**config.mk**
```make
export PLATFORM = sky130hd
export DESIGN_NAME = prog_loader_flat
export DESIGN_NICKNAME = d
export VERILOG_FILES = /design/src/rtl/prog_loader_pkg.sv /design/src/rtl/prog_loader_if.sv /design/src/rtl/prog_loader.sv /design/src/flat_wrapper.sv
export SDC_FILE = /design/constraint.sdc
export NUM_CORES = 1
export LEC_CHECK = 0
export CORE_ASPECT_RATIO = 1.4
export CORE_MARGIN = 3
export CORE_UTILIZATION = 48
export DETAILED_ROUTE_END_ITERATION = 8
export DONT_BUFFER_PORTS = 1
export GPL_TIMING_DRIVEN = 0
export PLACE_DENSITY = 0.64
export SLEW_MARGIN = 0
export SYNTH_ARGS = -nofsm -noshare
export SYNTH_HDL_FRONTEND = slang
export SYNTH_SLANG_ARGS = --single-unit
```
**constraint.sdc**
```tcl
create_clock -name clock -period 2 [get_ports clock]
set_input_delay 0.2 -clock clock [delete_from_list [all_inputs] [get_ports clock]]
set_output_delay 0.2 -clock clock [all_outputs]
set_load 0.02 [all_outputs]
```
**src/rtl/prog_loader_pkg.sv**
```systemverilog
// Shared types and constants for the byte-stream program loader.
package prog_loader_pkg;

    localparam int LDR_ADDR_W     = 6;
    localparam int LDR_DATA_W     = 16;
    localparam int BYTES_PER_WORD = 2;
    localparam int MAX_WORDS      = 2 ** LDR_ADDR_W;

    typedef enum logic [2:0] {
        IDLE   = 3'd0,
        GET_LO = 3'd1,
        GET_HI = 3'd2,
        WRITE  = 3'd3,
        RUN    = 3'd4
    } state_t;

    // A length byte of zero stands for a completely full RAM.
    function automatic int decode_len(input logic [7:0] n, input int cap);
        return (n == 8'd0) ? cap : int'(n);
    endfunction

endpackage

```
**src/rtl/prog_loader_if.sv**
```systemverilog
// Byte stream, RAM write port and processor handshake of the loader.
interface prog_loader_if
    import prog_loader_pkg::*;
#(
    parameter int ADDR_W = LDR_ADDR_W,
    parameter int DATA_W = LDR_DATA_W
);
    logic [7:0]        byte_in;
    logic              byte_valid;
    logic              byte_ready;
    logic [ADDR_W-1:0] ram_addr;
    logic [DATA_W-1:0] ram_din;
    logic              ram_w;
    logic              ram_sel;
    logic              run;
    logic              proc_done;
    logic              load_done;
    logic              len_err;

    modport master (
        input  byte_in, byte_valid, proc_done,
        output byte_ready, ram_addr, ram_din, ram_w, ram_sel, run, load_done, len_err
    );

    modport slave (
        output byte_in, byte_valid, proc_done,
        input  byte_ready, ram_addr, ram_din, ram_w, ram_sel, run, load_done, len_err
    );
endinterface

```
**src/rtl/prog_loader.sv**
```systemverilog
// Assembles little-endian byte pairs into RAM words, then runs the processor
// until it reports done.
module prog_loader
    import prog_loader_pkg::*;
#(
    parameter int ADDR_W = LDR_ADDR_W,
    parameter int DATA_W = LDR_DATA_W
) (
    input  logic          clock,
    input  logic          reset,
    prog_loader_if.master bus
);
    localparam int LEN_W = ADDR_W + 1;
    localparam int CAP   = 2 ** ADDR_W;

    state_t            r_state, w_state;
    logic [LEN_W-1:0]  r_idx, w_idx;
    logic [LEN_W-1:0]  r_len, w_len;
    logic [7:0]        r_lo, w_lo;
    logic [ADDR_W-1:0] r_addr, w_addr;
    logic [DATA_W-1:0] r_din, w_din;
    logic              r_w, w_w;
    logic              r_sel, w_sel;
    logic              r_run, w_run;
    logic              r_done, w_done;
    logic              r_len_err, w_len_err;

    logic              w_ready;
    logic              w_xfer;
    int                w_len_dec;

    assign w_ready   = (r_state == IDLE) || (r_state == GET_LO) || (r_state == GET_HI);
    assign w_xfer    = bus.byte_valid && w_ready;
    assign w_len_dec = decode_len(bus.byte_in, CAP);

    always_ff @(posedge clock or posedge reset) begin
        if (reset) r_state <= IDLE;
        else       r_state <= w_state;
    end

    always_comb begin
        w_state   = r_state;
        w_idx     = r_idx;
        w_len     = r_len;
        w_lo      = r_lo;
        w_addr    = r_addr;
        w_din     = r_din;
        w_w       = 1'b0;
        w_sel     = r_sel;
        w_run     = r_run;
        w_done    = 1'b0;
        w_len_err = r_len_err;
        case (r_state)
            IDLE: begin
                if (w_xfer) begin
                    if (w_len_dec > CAP) begin
                        w_len_err = 1'b1;
                    end else begin
                        w_len     = LEN_W'(w_len_dec);
                        w_len_err = 1'b0;
                        w_idx     = '0;
                        w_state   = GET_LO;
                    end
                end
            end
            GET_LO: begin
                if (w_xfer) begin
                    w_lo    = bus.byte_in;
                    w_state = GET_HI;
                end
            end
            GET_HI: begin
                if (w_xfer) begin
                    w_din   = DATA_W'({bus.byte_in, r_lo});
                    w_addr  = r_idx[ADDR_W-1:0];
                    w_w     = 1'b1;
                    w_state = WRITE;
                end
            end
            WRITE: begin
                // The index is one bit wider than the address so a full load ends at CAP-1.
                if (r_idx == r_len - LEN_W'(1)) begin
                    w_sel   = 1'b0;
                    w_run   = 1'b1;
                    w_state = RUN;
                end else begin
                    w_idx   = r_idx + LEN_W'(1);
                    w_state = GET_LO;
                end
            end
            RUN: begin
                if (bus.proc_done) begin
                    w_run   = 1'b0;
                    w_sel   = 1'b1;
                    w_done  = 1'b1;
                    w_state = IDLE;
                end
            end
            default: w_state = IDLE;
        endcase
    end

    always_ff @(posedge clock or posedge reset) begin
        if (reset) begin
            r_idx     <= '0;
            r_len     <= '0;
            r_lo      <= '0;
            r_addr    <= '0;
            r_din     <= '0;
            r_w       <= 1'b0;
            r_sel     <= 1'b1;
            r_run     <= 1'b0;
            r_done    <= 1'b0;
            r_len_err <= 1'b0;
        end else begin
            r_idx     <= w_idx;
            r_len     <= w_len;
            r_lo      <= w_lo;
            r_addr    <= w_addr;
            r_din     <= w_din;
            r_w       <= w_w;
            r_sel     <= w_sel;
            r_run     <= w_run;
            r_done    <= w_done;
            r_len_err <= w_len_err;
        end
    end

    assign bus.byte_ready = w_ready;
    assign bus.ram_addr   = r_addr;
    assign bus.ram_din    = r_din;
    assign bus.ram_w      = r_w;
    assign bus.ram_sel    = r_sel;
    assign bus.run        = r_run;
    assign bus.load_done  = r_done;
    assign bus.len_err    = r_len_err;

endmodule

```
**src/flat_wrapper.sv**
```systemverilog
// flat-port wrapper written by rule: the top's interface ports become plain ports
module prog_loader_flat import prog_loader_pkg::*;
#(
    parameter int ADDR_W = LDR_ADDR_W,
    parameter int DATA_W = LDR_DATA_W
)
  (clock, reset, bus_byte_in, bus_byte_valid, bus_proc_done, bus_byte_ready, bus_ram_addr, bus_ram_din, bus_ram_w, bus_ram_sel, bus_run, bus_load_done, bus_len_err);
  prog_loader_if #(.ADDR_W(ADDR_W), .DATA_W(DATA_W)) bus_i ();
  input  logic clock;
  input  logic reset;
  input wire logic [$bits(bus_i.byte_in)-1:0] bus_byte_in;
  input wire logic [$bits(bus_i.byte_valid)-1:0] bus_byte_valid;
  input wire logic [$bits(bus_i.proc_done)-1:0] bus_proc_done;
  output wire logic [$bits(bus_i.byte_ready)-1:0] bus_byte_ready;
  output wire logic [$bits(bus_i.ram_addr)-1:0] bus_ram_addr;
  output wire logic [$bits(bus_i.ram_din)-1:0] bus_ram_din;
  output wire logic [$bits(bus_i.ram_w)-1:0] bus_ram_w;
  output wire logic [$bits(bus_i.ram_sel)-1:0] bus_ram_sel;
  output wire logic [$bits(bus_i.run)-1:0] bus_run;
  output wire logic [$bits(bus_i.load_done)-1:0] bus_load_done;
  output wire logic [$bits(bus_i.len_err)-1:0] bus_len_err;
  assign bus_i.byte_in = bus_byte_in;
  assign bus_i.byte_valid = bus_byte_valid;
  assign bus_i.proc_done = bus_proc_done;
  assign bus_byte_ready = bus_i.byte_ready;
  assign bus_ram_addr = bus_i.ram_addr;
  assign bus_ram_din = bus_i.ram_din;
  assign bus_ram_w = bus_i.ram_w;
  assign bus_ram_sel = bus_i.ram_sel;
  assign bus_run = bus_i.run;
  assign bus_load_done = bus_i.load_done;
  assign bus_len_err = bus_i.len_err;
  prog_loader #(.ADDR_W(ADDR_W), .DATA_W(DATA_W)) u_core (.clock(clock), .reset(reset), .bus(bus_i));
endmodule
```
==> key figures <==
Outcome
  – Status: finished, final reports clean

Final layout
  – Fin nets: between 200 and 250
  – Layout cells sized above 1: between 30% and 40%
  – ANT cells: 0
  – Area growth from synthesis to layout: 13.5%

Routing
  – Starting DRC count in detailed routing: 40
  – Drc violations: 0
  – Final WL: 4.60 mm
  – ANT nets after route: 0
  – Drt pass-1 iters: 6
  – Vias: between 1500 and 2000
  – Drt wl/cell: around 17 um
  – Vias/cell: roughly 5.5

Critical path
  – WP data required: roughly 2200 ps
  – CP Max Fanout: 4
  – CP Class: reg2reg
  – Arr. time, crit path: approximately 2100 ps
  – FF-to-FF setup slack: around 110 ps
  – Delay of the slowest critical-path stage: between 300 and 400 ps
  – Worst setup EP type: flop
  – CP Cell Sequence: inv_1 > ha_2 > and2_4 > o21a_1 > o31ai_2 > nand4_1 > nand2b_2 > o311ai_1
  – Startpoint types: flop
  – CP max stage cell: dfrtp_1

Floorplan
  – Initial Util: 50.9%
  – Die Width: roughly 66 um
  – Core area: around 4700 um^2
  – Die height: a little under 90 um
  – Row count: 29
  – I/O Pins: 40
  – Die area: 5860 um^2

Synthesis
  – Post-synth cell types: just over 40
  – Syn_area_per_cell: ~12 um^2
  – Post-Syn Nets: 210
  – Flops & latches, synth: 52
  – Top cells by count, synth: dfrtp_1 (51), mux2_2 (31), nand2_1 (21)
  – Area leader, netlist: dfrtp_1
  – Top post-synthesis cells by area: dfrtp_1 (54%), mux2_2 (15%), buf_6 (3.3%)
  – Post-Syn Area: roughly 2400 um^2
  – Synth warn: 0
  – Synth Instances: between 150 and 200
  – EDFF count, synth: 0
  – Post-synth top area share: 53.5%
  – Top FF cell, synth: dfrtp_1
  – Count leader, synth: dfrtp_1
  – Sequential area share after synthesis: between 50% and 60%
  – Async S/R FF share, synth: 100%

Clock network
  – Clk buf depth: 2
  – Deepest level of the CTS H-tree: 2
  – Worst-path clk slew: roughly 90 ps
  – CTS tree: yes
  – Number of buffers created by CTS: 5
  – Clock Sinks: 52
  – Cell at the root of the clock tree: clkbuf_8
  – Clk_lat worst skew: approximately 300 ps

STA
  – Minimum clock period: approximately 1900 ps
  – Worst Skew: around 3.3 ps
  – Slew headroom: 52.0%
  – Final worst-path cycle share: a little over nine tenths
  – Fin. max-slew vios: 0
  – Fin. Hold Viols: 0
  – Fmax: 529 MHz
  – Worst-Margin Slew: ~700 ps
  – RSZ-0062 raised after global routing: false
  – Final setup fails: 0
  – Setup TNS Final: 0 ps

Job
  – Number of max-cap violations: 0

GRT
  – First-pass GRT wire length: ~7.7 mm
  – GRT Total Usage: 17.5%
  – Vias in the first global route: 1671
  – Largest net degree at the start of global routing: 30
  – Initial antenna violation count: 0
  – GRT Residual Overflow: 0

Power and ir drop
  – Peak VDD IR: roughly 0.00084 V
  – Total power: ~4.4 mW
  – Lkg Pwr: about 1.1 nW
  – Power per Cell Area: ~1600 nW/um^2

Worst hold path
  – Hold WC Path Type: in2reg

Place
  – Port Buffers: 0
  – Post-DP HPWL: around 3.3 mm
  – Routability cong.: roughly 0.73
sequential cells by signal (all words and copies together), names as in the netlist:
signal / flops
u_core.r_idx: 7
u_core.bus.ram_sel: 1
u_core.r_lo: 8
u_core.bus.len_err: 1
u_core.bus.ram_w: 1
u_core.r_state: 3
u_core.bus.ram_din: 16
u_core.bus.ram_addr: 6
u_core.bus.load_done: 1
u_core.r_len: 7
u_core.bus.run: 1
per-stage QoR:
stage / instances / hold WS, ps / utilization (%) / worst slack [ps] / instance area [um^2]
final: 274 / 11.2 / 57.8 / 109 / 2710
after global routing: 274 / 6.14 / 57.8 / 0.291 / 2710
after CTS: 274 / 7.57 / 57.1 / 3.97 / 2670
after detailed placement: 259 / 137 / 53.0 / -107 / 2480
after global placement: 258 / 311 / 52.6 / -3.38 / 2460
after floorplan: 196 / 305 / - / 75.0 / 2380
layout make-up:
type	instances	area, um^2
Buffer	11	98.8
Clock buffer	6	82.6
Clock inverter	2	38.8
Fill cell	381	1970
Inverter	7	26.3
Multi-Input combinational cell	126	995
Sequential cell	52	1300
Tap cell	62	77.6
Timing Repair Buffer	8	85.1
metal layers:
layer  vias to the layer above  global-route usage (%)  wire length [um]
li1                        713                       -                 -
met1                       754                    19.3              1790
met2                        40                    30.9              2470
met3                         4                    5.16               261
met4                         0                    8.11                74
met5                         -                       0                 0
worst paths after layout:
path                                      start                    end  cells past startpoint
worst max register to register  u_core.r_len[0]        u_core.r_idx[2]                      8
worst min register to register   u_core.r_lo[2]  u_core.bus.ram_din[2]                      1
min in group asynchronous                 reset         u_core.r_lo[6]                      2
worst max-delay path            u_core.r_len[0]        u_core.r_idx[2]                      8
max in group asynchronous                 reset     u_core.bus.ram_sel                      3
worst min-delay path             bus_byte_in[4]        u_core.r_len[4]                      2
power breakdown:
group / switching (mW) / total, mW / internal (mW)
Sequential: 0.655 / 2.17 / 1.51
Clock: 0.348 / 0.757 / 0.409
Combinational: 0.688 / 1.46 / 0.775
timing repair:
item / 4_1_cts / 5_1_grt
gates cloned: 0 / 0
setup endpoints to repair: 6 / 10
gates resized for setup: 1 / 6
pin swaps: 1 / 5
hold endpoints to repair: 27 / 0
setup buffers: 2 / 0
hold buffers: 5 / 0
critical path: cells and delay by family (launching register included):
kind | cells | cell delay, ps
and+or+nand+nor | 3 | 640
AOI/OAI and AO/OA | 3 | 500
buffers and inverters | 1 | 60
adders and majority gates | 1 | 200
DFF | 1 | 370
placed cells by master, fill, tap and decap left out, types with 3 or more instances in the layout:
cell type,count
buf_6,7
clkbuf_8,6
dfrtp_1,51
dlygate4sd3_1,5
inv_1,6
mux2_2,31
nand2_1,21
nand3_1,6
nor2_1,7
nor3_1,4
o211ai_1,3
o21ai_0,6
xnor2_1,8
kinds of logic after synthesis:
logic type | count (synthesis) | synth area share (%)
AND/OR/NAND/NOR | 56 | 12.7
flip-flops | 52 | 54.6
multiplexers | 33 | 15.5
AO/OA/AOI/OAI | 26 | 7.71
buffers and inverters | 18 | 5.14
XOR/XNOR | 9 | 3.31
adder cells (fa/ha/maj) | 2 | 1.05
Power figures use the tool's default switching activity.
